### src/rtl/joy_scan_pkg.sv
// ----------------------------------------------------------------------------
// joy_scan_pkg
//   Shared types and helpers for the serial joystick scanner.
//   - scan_state_t : scanner FSM states
//   - STABLE_W     : width of the debounce frame counter (depth up to 15)
//   - width_for()  : counter width able to hold 0..count-1, never below 1
//   - idx_width()  : IDX_W for a chain of PLAYERS*BITS bits
//   - div_width()  : DIV_W for a CLK_DIV divider
// ----------------------------------------------------------------------------
package joy_scan_pkg;

    typedef enum logic [2:0] {
        IDLE,
        LOAD,
        SHIFT,
        LATCH,
        GAP
    } scan_state_t;

    localparam int STABLE_W = 4;

    // $clog2(1) is 0, which would give zero-width vectors for a 1-bit chain
    // or a 1-entry gap counter, so clamp to one bit.
    function automatic int width_for(input int count);
        return (count > 1) ? $clog2(count) : 1;
    endfunction

    function automatic int idx_width(input int players, input int bits);
        return width_for(players * bits);
    endfunction

    function automatic int div_width(input int clk_div);
        return width_for(clk_div);
    endfunction

endpackage

### src/rtl/joy_scan_tick.sv
// ----------------------------------------------------------------------------
// joy_scan_tick
//   Free-running CLK_DIV divider producing the scanner's bit-rate tick.
//   The count runs 0..CLK_DIV-1 and tick is high while it sits on CLK_DIV-1.
//   Ports:
//     clk      in  system clock
//     reset_n  in  asynchronous active-low reset
//     clear    in  hold the count at 0 (scanner idle and not enabled)
//     tick     out one-cycle strobe every CLK_DIV cycles
// ----------------------------------------------------------------------------
module joy_scan_tick
    import joy_scan_pkg::*;
#(
    parameter int CLK_DIV = 20
) (
    input  logic clk,
    input  logic reset_n,
    input  logic clear,
    output logic tick
);

    localparam int DIV_W = div_width(CLK_DIV);
    localparam logic [DIV_W-1:0] LAST = DIV_W'(CLK_DIV - 1);

    logic [DIV_W-1:0] count;

    always_ff @(posedge clk or negedge reset_n) begin
        if (!reset_n) begin
            count <= '0;
        end else if (clear || count == LAST) begin
            count <= '0;
        end else begin
            count <= count + 1'b1;
        end
    end

    // Gated by clear so a held divider can never leak a stray tick.
    assign tick = !clear && (count == LAST);

endmodule

### src/rtl/joy_serial_scan.sv
// ----------------------------------------------------------------------------
// joy_serial_scan
//   Serial joystick scanner for a chain of 74165-style PISO shift registers.
//   Each frame: pulse joy_load low for one tick, then clock PLAYERS*BITS bits
//   out of the chain (joy_clk low for one tick, sample, high for one tick),
//   latch and debounce the frame, then idle GAP_TICKS ticks.
//   Ports:
//     clk         in   system clock (40-50 MHz)
//     reset_n     in   asynchronous active-low reset
//     enable      in   run scanning; low returns to IDLE with outputs held
//     joy_data    in   serial data from the chain (already synchronised)
//     joy_clk     out  shift clock to the chain, idle high
//     joy_load    out  parallel load to the chain, active low, idle high
//     joystick    out  debounced buttons, player p at [p*BITS +: BITS]
//     frame_done  out  one-cycle pulse when a frame has been latched
// ----------------------------------------------------------------------------
module joy_serial_scan
    import joy_scan_pkg::*;
#(
    parameter int PLAYERS   = 2,
    parameter int BITS      = 12,
    parameter int CLK_DIV   = 20,
    parameter int GAP_TICKS = 64,
    parameter int DEBOUNCE  = 2,
    parameter int INVERT    = 1
) (
    input  logic                      clk,
    input  logic                      reset_n,
    input  logic                      enable,
    input  logic                      joy_data,
    output logic                      joy_clk,
    output logic                      joy_load,
    output logic [PLAYERS*BITS-1:0]   joystick,
    output logic                      frame_done
);

    localparam int NBITS = PLAYERS * BITS;
    localparam int IDX_W = idx_width(PLAYERS, BITS);
    localparam int GAP_W = width_for(GAP_TICKS);

    localparam logic [IDX_W-1:0]    LAST_IDX   = IDX_W'(NBITS - 1);
    localparam logic [GAP_W-1:0]    LAST_GAP   = GAP_W'((GAP_TICKS > 0) ? GAP_TICKS - 1 : 0);
    localparam logic [STABLE_W-1:0] STABLE_MAX = STABLE_W'(DEBOUNCE - 1);
    localparam logic                DATA_INV   = (INVERT != 0);

    scan_state_t         state;
    logic [IDX_W-1:0]    idx;
    logic                phase_high;
    logic [GAP_W-1:0]    gap_count;
    logic [NBITS-1:0]    raw;
    logic [NBITS-1:0]    prev;
    logic [STABLE_W-1:0] stable;
    logic [STABLE_W-1:0] stable_next;
    logic                tick;
    logic                div_clear;
    logic                sample_bit;

    // The divider only free-runs in IDLE once enable is up, so the first
    // LOAD comes a full tick after enable is seen.
    assign div_clear = (state == IDLE) && !enable;

    joy_scan_tick #(
        .CLK_DIV (CLK_DIV)
    ) u_tick (
        .clk     (clk),
        .reset_n (reset_n),
        .clear   (div_clear),
        .tick    (tick)
    );

    assign sample_bit = joy_data ^ DATA_INV;

    // Frame-to-frame agreement counter: counts consecutive identical frames,
    // saturating at DEBOUNCE-1, and restarts on any difference.
    always_comb begin
        stable_next = '0;
        if (raw == prev) begin
            stable_next = (stable == STABLE_MAX) ? stable : stable + 1'b1;
        end
    end

    // Scanner FSM. Dropping enable in any active state wins over the tick
    // and parks the chain outputs high; raw/prev/stable/joystick are kept so
    // a resumed scan debounces as if the aborted frame never happened.
    always_ff @(posedge clk or negedge reset_n) begin
        if (!reset_n) begin
            state      <= IDLE;
            idx        <= '0;
            phase_high <= 1'b0;
            gap_count  <= '0;
            raw        <= '0;
            prev       <= '0;
            stable     <= '0;
            joystick   <= '0;
            joy_clk    <= 1'b1;
            joy_load   <= 1'b1;
            frame_done <= 1'b0;
        end else begin
            frame_done <= 1'b0;
            if (state != IDLE && !enable) begin
                state    <= IDLE;
                joy_clk  <= 1'b1;
                joy_load <= 1'b1;
            end else if (tick) begin
                unique case (state)
                    IDLE: begin
                        if (enable) begin
                            state    <= LOAD;
                            joy_load <= 1'b0;
                        end
                    end
                    LOAD: begin
                        state      <= SHIFT;
                        joy_load   <= 1'b1;
                        joy_clk    <= 1'b0;
                        idx        <= '0;
                        phase_high <= 1'b0;
                    end
                    SHIFT: begin
                        if (!phase_high) begin
                            // End of the low phase: data has had a full tick
                            // to settle since joy_clk fell.
                            raw[idx]   <= sample_bit;
                            phase_high <= 1'b1;
                            joy_clk    <= 1'b1;
                        end else if (idx == LAST_IDX) begin
                            state      <= LATCH;
                            prev       <= raw;
                            stable     <= stable_next;
                            frame_done <= 1'b1;
                            if (stable_next == STABLE_MAX) begin
                                joystick <= raw;
                            end
                        end else begin
                            idx        <= idx + 1'b1;
                            phase_high <= 1'b0;
                            joy_clk    <= 1'b0;
                        end
                    end
                    LATCH: begin
                        if (GAP_TICKS == 0) begin
                            state    <= LOAD;
                            joy_load <= 1'b0;
                        end else begin
                            state     <= GAP;
                            gap_count <= '0;
                        end
                    end
                    GAP: begin
                        if (gap_count == LAST_GAP) begin
                            state    <= LOAD;
                            joy_load <= 1'b0;
                        end else begin
                            gap_count <= gap_count + 1'b1;
                        end
                    end
                    default: begin
                        state <= IDLE;
                    end
                endcase
            end
        end
    end

endmodule

### config.mk
export PLATFORM = sky130hd
export DESIGN_NAME = joy_serial_scan
export DESIGN_NICKNAME = d
export VERILOG_FILES = /design/src/rtl/joy_scan_pkg.sv /design/src/rtl/joy_scan_tick.sv /design/src/rtl/joy_serial_scan.sv
export SDC_FILE = /design/constraint.sdc
export NUM_CORES = 1
export LEC_CHECK = 0
export BUFFER_PORTS_ARGS = -buffer_cell sky130_fd_sc_hd__buf_4
export CAP_MARGIN = 20
export CORE_UTILIZATION = 35
export CTS_BUF_LIST = sky130_fd_sc_hd__clkbuf_4
export DETAILED_ROUTE_END_ITERATION = 8
export PLACE_DENSITY = 0.54
export RECOVER_POWER = 100
export SLEW_MARGIN = 40
export SYNTH_ARGS = -nofsm -noshare
export SYNTH_HDL_FRONTEND = slang
export SYNTH_HIERARCHICAL = 1
export SYNTH_SLANG_ARGS = --single-unit
### constraint.sdc
create_clock -name clk -period 4 [get_ports clk]
set_input_delay 0.2 -clock clk [delete_from_list [all_inputs] [get_ports clk]]
set_output_delay 0.2 -clock clk [all_outputs]
set_load 0.02 [all_outputs]
==> metrics.txt <==
# TYPE chip_impl_metric gauge
chip_impl_metric{name="layout_worst_path_cycle_share",unit=""} 0.853
chip_impl_metric{name="drc",unit=""} 1
chip_impl_metric{name="num-nets-final",unit=""} 448
chip_impl_metric{name="ir_drop",unit="V"} 0.000183
chip_impl_metric{name="setup-tns-final",unit="ns"} 0
chip_impl_info{name="worstPathCellList",value="nor4_1 -> nor4_2 -> and2_1 -> nand4_1 -> nor2_1 -> nand4_4 -> mux2_1"} 1
chip_impl_metric{name="total_power",unit="uW"} 1670
chip_impl_metric{name="floorplan.die.width",unit="um"} 118
chip_impl_metric{name="avgSynthCellArea",unit="sq um"} 11.5
chip_impl_metric{name="antenna-diode-count",unit=""} 0
chip_impl_metric{name="start_util",unit=""} 0.357
chip_impl_metric{name="grt_util_all_layers",unit=""} 0.148
chip_impl_metric{name="clock_tree.buffer_depth",unit=""} 2
chip_impl_info{name="timing.critical_path.max_delay_family",value="simple AND/OR/NAND/NOR gates"} 1
chip_impl_metric{name="dp.final_hpwl",unit="um"} 6490
chip_impl_metric{name="wp_buf_inv",unit=""} 0
chip_impl_metric{name="antenna_left",unit=""} 0
chip_impl_metric{name="cts-buffers-inserted",unit=""} 9
chip_impl_metric{name="synth_top_cell_area_share",unit=""} 0.516
chip_impl_metric{name="cp_slowest_stage_delay",unit="ns"} 0.66
chip_impl_metric{name="drive_above_1_share",unit=""} 0.186
chip_impl_metric{name="antenna_found_initial",unit=""} 0
chip_impl_metric{name="num_io_pins",unit=""} 31
chip_impl_metric{name="path_clk_slew",unit="ns"} 0.17
chip_impl_metric{name="hold_depth",unit=""} 2
chip_impl_info{name="timing.rr.start",value="state[0]"} 1
chip_impl_metric{name="port_buffers",unit=""} 30
chip_impl_metric{name="slew_viol_final",unit=""} 102
chip_impl_info{name="clk_root_buffer_cell",value="sky130_fd_sc_hd__clkbuf_4"} 1
chip_impl_metric{name="die_h",unit="um"} 118
chip_impl_info{name="yosys.area.top_type",value="sky130_fd_sc_hd__dfrtp_1"} 1
chip_impl_info{name="tritoncts_clock_tree",value="yes"} 1
chip_impl_info{name="ys_top_cells_by_count",value="sky130_fd_sc_hd__dfrtp_1, sky130_fd_sc_hd__mux2_2, sky130_fd_sc_hd__o21ai_0, sky130_fd_sc_hd__xnor2_1, sky130_fd_sc_hd__a21oi_1"} 1
chip_impl_metric{name="report.final.setup_viol",unit=""} 0
chip_impl_metric{name="leakagePower",unit="uW"} 0.00230
chip_impl_metric{name="floorplan.core_area",unit="sq um"} 13200
chip_impl_metric{name="final.min_clock_period",unit="ns"} 3.41
chip_impl_metric{name="fin_skew",unit="ns"} 0.0247
chip_impl_metric{name="global_route_wire_length_before_repair",unit="um"} 16400
chip_impl_metric{name="yosysWarnings",unit=""} 6
chip_impl_metric{name="finalHoldWorstSlack",unit="ns"} 0.117
chip_impl_metric{name="synth_nets",unit=""} 423
chip_impl_metric{name="synthesis.instances",unit=""} 411
chip_impl_metric{name="worstRegToRegCells",unit=""} 7
chip_impl_info{name="synth_top_flop_cell",value="sky130_fd_sc_hd__dfrtp_1"} 1
chip_impl_metric{name="timing_worst_slew_pin_value",unit="ns"} 1.77
chip_impl_metric{name="crit_fanout",unit=""} 24
chip_impl_metric{name="ff2ff_setup_slack",unit="ns"} 0.59
chip_impl_metric{name="average_wire_length_per_cell_after_detail_routing",unit="um"} 15.3
chip_impl_metric{name="ys_seq_area_frac",unit=""} 0.527
chip_impl_metric{name="mappedNetlistArea",unit="sq um"} 4710
chip_impl_metric{name="max_freq",unit="GHz"} 0.293
chip_impl_metric{name="postRouteWirelength",unit="um"} 9450
chip_impl_metric{name="drt_iter0_drc",unit=""} 156
chip_impl_info{name="status",value="complete, but fails checks"} 1
chip_impl_info{name="worst_setup_path_start_kind",value="flop"} 1
chip_impl_metric{name="worstPathRequired",unit="ns"} 4.36
chip_impl_metric{name="via_count",unit=""} 3210
chip_impl_metric{name="ys_ff_latch",unit=""} 99
chip_impl_metric{name="worst_skew_pair.late_latency",unit="ns"} 0.46
chip_impl_info{name="violations",value="DRC, capacitance limit, slew limit"} 1
chip_impl_metric{name="dp_slack",unit="ns"} 0.701
chip_impl_info{name="critPathSlowestCell",value="sky130_fd_sc_hd__dfrtp_1"} 1
chip_impl_info{name="criticalPathCategory",value="reg2reg"} 1
chip_impl_metric{name="hold_viol_final",unit=""} 0
chip_impl_metric{name="grt_remaining_overflow",unit=""} 0
chip_impl_info{name="hp-class",value="in2reg"} 1
chip_impl_metric{name="finalWorstSetupSlack",unit="ns"} 0.587
chip_impl_metric{name="floorplan.rows",unit=""} 42
chip_impl_metric{name="finalCoreUtilization",unit=""} 0.391
chip_impl_metric{name="cellPowerDensity",unit="nW/um^2"} 324
chip_impl_info{name="worst_hold_startpoint",value="joy_data"} 1
chip_impl_metric{name="critPathArrivalTime",unit="ns"} 3.77
chip_impl_metric{name="design.die.area",unit="sq um"} 13900
chip_impl_metric{name="maxCapViolations",unit=""} 2
chip_impl_metric{name="synth_cell_type_count",unit=""} 47
chip_impl_metric{name="gp_congestion",unit=""} 0.766
chip_impl_info{name="rsz0062_at_grt",value="no"} 1
chip_impl_info{name="timing.critical_path.to_type",value="flop"} 1
chip_impl_info{name="yosys.cell_count.top_type",value="sky130_fd_sc_hd__dfrtp_1"} 1
chip_impl_info{name="synth_area_leaders",value="sky130_fd_sc_hd__dfrtp_1, sky130_fd_sc_hd__mux2_2, sky130_fd_sc_hd__xnor2_1"} 1
chip_impl_metric{name="pin_count_of_the_biggest_net_entering_global_routing",unit=""} 73
chip_impl_metric{name="ctsHtreeMaxLevel",unit=""} 3
chip_impl_metric{name="synth-async-reset-ratio",unit=""} 1.00
chip_impl_info{name="timing.rr.end",value="joystick[17]"} 1
chip_impl_metric{name="maxSlewHeadroom",unit=""} -0.180
chip_impl_metric{name="number_of_global_route_vias_before_repair",unit=""} 3142
chip_impl_metric{name="syn_to_final_growth",unit="%"} 9.46
chip_impl_info{name="whs_endpoint",value="raw[1]"} 1
chip_impl_metric{name="clock_sink_count",unit=""} 99
chip_impl_metric{name="vias_per_cell",unit=""} 5.20
chip_impl_metric{name="drt-pass1-iter-count",unit=""} 6
chip_impl_metric{name="synth_edf_count",unit=""} 0
==> stage by stage <==
| stage | instance area, sq um | instances |
|---|---|---|
| floorplan | 4710 | 411 |
| global placement | 5070 | 599 |
| detailed placement | 5100 | 599 |
| CTS | 5270 | 617 |
| global route | 5150 | 617 |
| finish | 5150 | 617 |
==> metal layers <==
layer	share of wire	GRT usage
met5	0	0
met4	0.0076	0.0353
met3	0.028	0.0392
met2	0.48	0.231
met1	0.49	0.204
==> worst max path at each step <==
stage,end,startpoint,depth (start not counted)
final,joystick[17],state[0],7
after detailed placement,joystick[17],state[0],7
after CTS,joystick[3],state[0],7
after global placement,joystick[17],state[0],7
after global routing,joystick[17],state[2],7
after floorplan,joystick[17],state[2],10
==> cells by family (layout without fill, tap and decap cells) <==
family	Yosys count	count (layout)	synth area share
compound gates	96	96	0.123
flops	99	99	0.527
buf+inv	29	59	0.0274
simple gates	106	106	0.140
fa+ha+maj	8	8	0.0213
mux	48	48	0.116
xor+xnor	25	25	0.0465
==> layout make-up <==
cell class / instances / area (sq um)
Tap cell: 176 / 220
Clock inverter: 6 / 71.3
Fill cell: 1327 / 8040
Timing Repair Buffer: 34 / 156
Inverter: 9 / 33.8
Multi-Input combinational cell: 283 / 2120
Clock buffer: 10 / 75.1
Sequential cell: 99 / 2480
==> report_power, final <==
| part | switching [uW] | internal [uW] | total, uW |
|---|---|---|---|
| clock | 359 | 206 | 566 |
| sequential | 13.6 | 1010 | 1030 |
| combinational | 48.8 | 27.0 | 75.8 |
==> repair_timing <==
item | CTS | global route
buffers inserted | 0 | 0
hold buffers | 2 | 0
resized for setup | 0 | 0
endpoints found under the hold margin | 72 | 0
==> state kept, by name, summed over array words and instances, names as in the netlist, 3 cells and up <==
| signal | cells |
|---|---|
| joystick | 24 |
| prev | 24 |
| raw | 24 |
| gap_count | 6 |
| idx | 5 |
| u_tick/count | 5 |
| stable | 4 |
| state | 3 |
==> placed cells by master, fill, tap and decap left out, types with 4 or more instances in the layout <==
master / synthesis / routed
sky130_fd_sc_hd__nand3_1: 11 / 11
sky130_fd_sc_hd__ha_1: 8 / 8
sky130_fd_sc_hd__buf_4: 0 / 4
sky130_fd_sc_hd__o31ai_1: 16 / 16
sky130_fd_sc_hd__nor2b_1: 4 / 4
sky130_fd_sc_hd__a21oi_1: 23 / 23
sky130_fd_sc_hd__nor3b_2: 1 / 4
sky130_fd_sc_hd__nand2_1: 12 / 12
sky130_fd_sc_hd__nand3b_1: 6 / 6
sky130_fd_sc_hd__and2_0: 0 / 5
sky130_fd_sc_hd__clkbuf_1: 13 / 27
sky130_fd_sc_hd__and2_1: 10 / 5
sky130_fd_sc_hd__mux2_2: 47 / 47
sky130_fd_sc_hd__o21ai_0: 24 / 25
sky130_fd_sc_hd__clkbuf_4: 0 / 10
sky130_fd_sc_hd__nor2_1: 19 / 19
sky130_fd_sc_hd__nand4_1: 12 / 12
sky130_fd_sc_hd__xnor2_1: 24 / 24
sky130_fd_sc_hd__a31oi_1: 20 / 20
sky130_fd_sc_hd__nand2b_1: 4 / 4
sky130_fd_sc_hd__inv_1: 9 / 9
sky130_fd_sc_hd__dfrtp_1: 97 / 97
(Power assumes the default switching activity.)
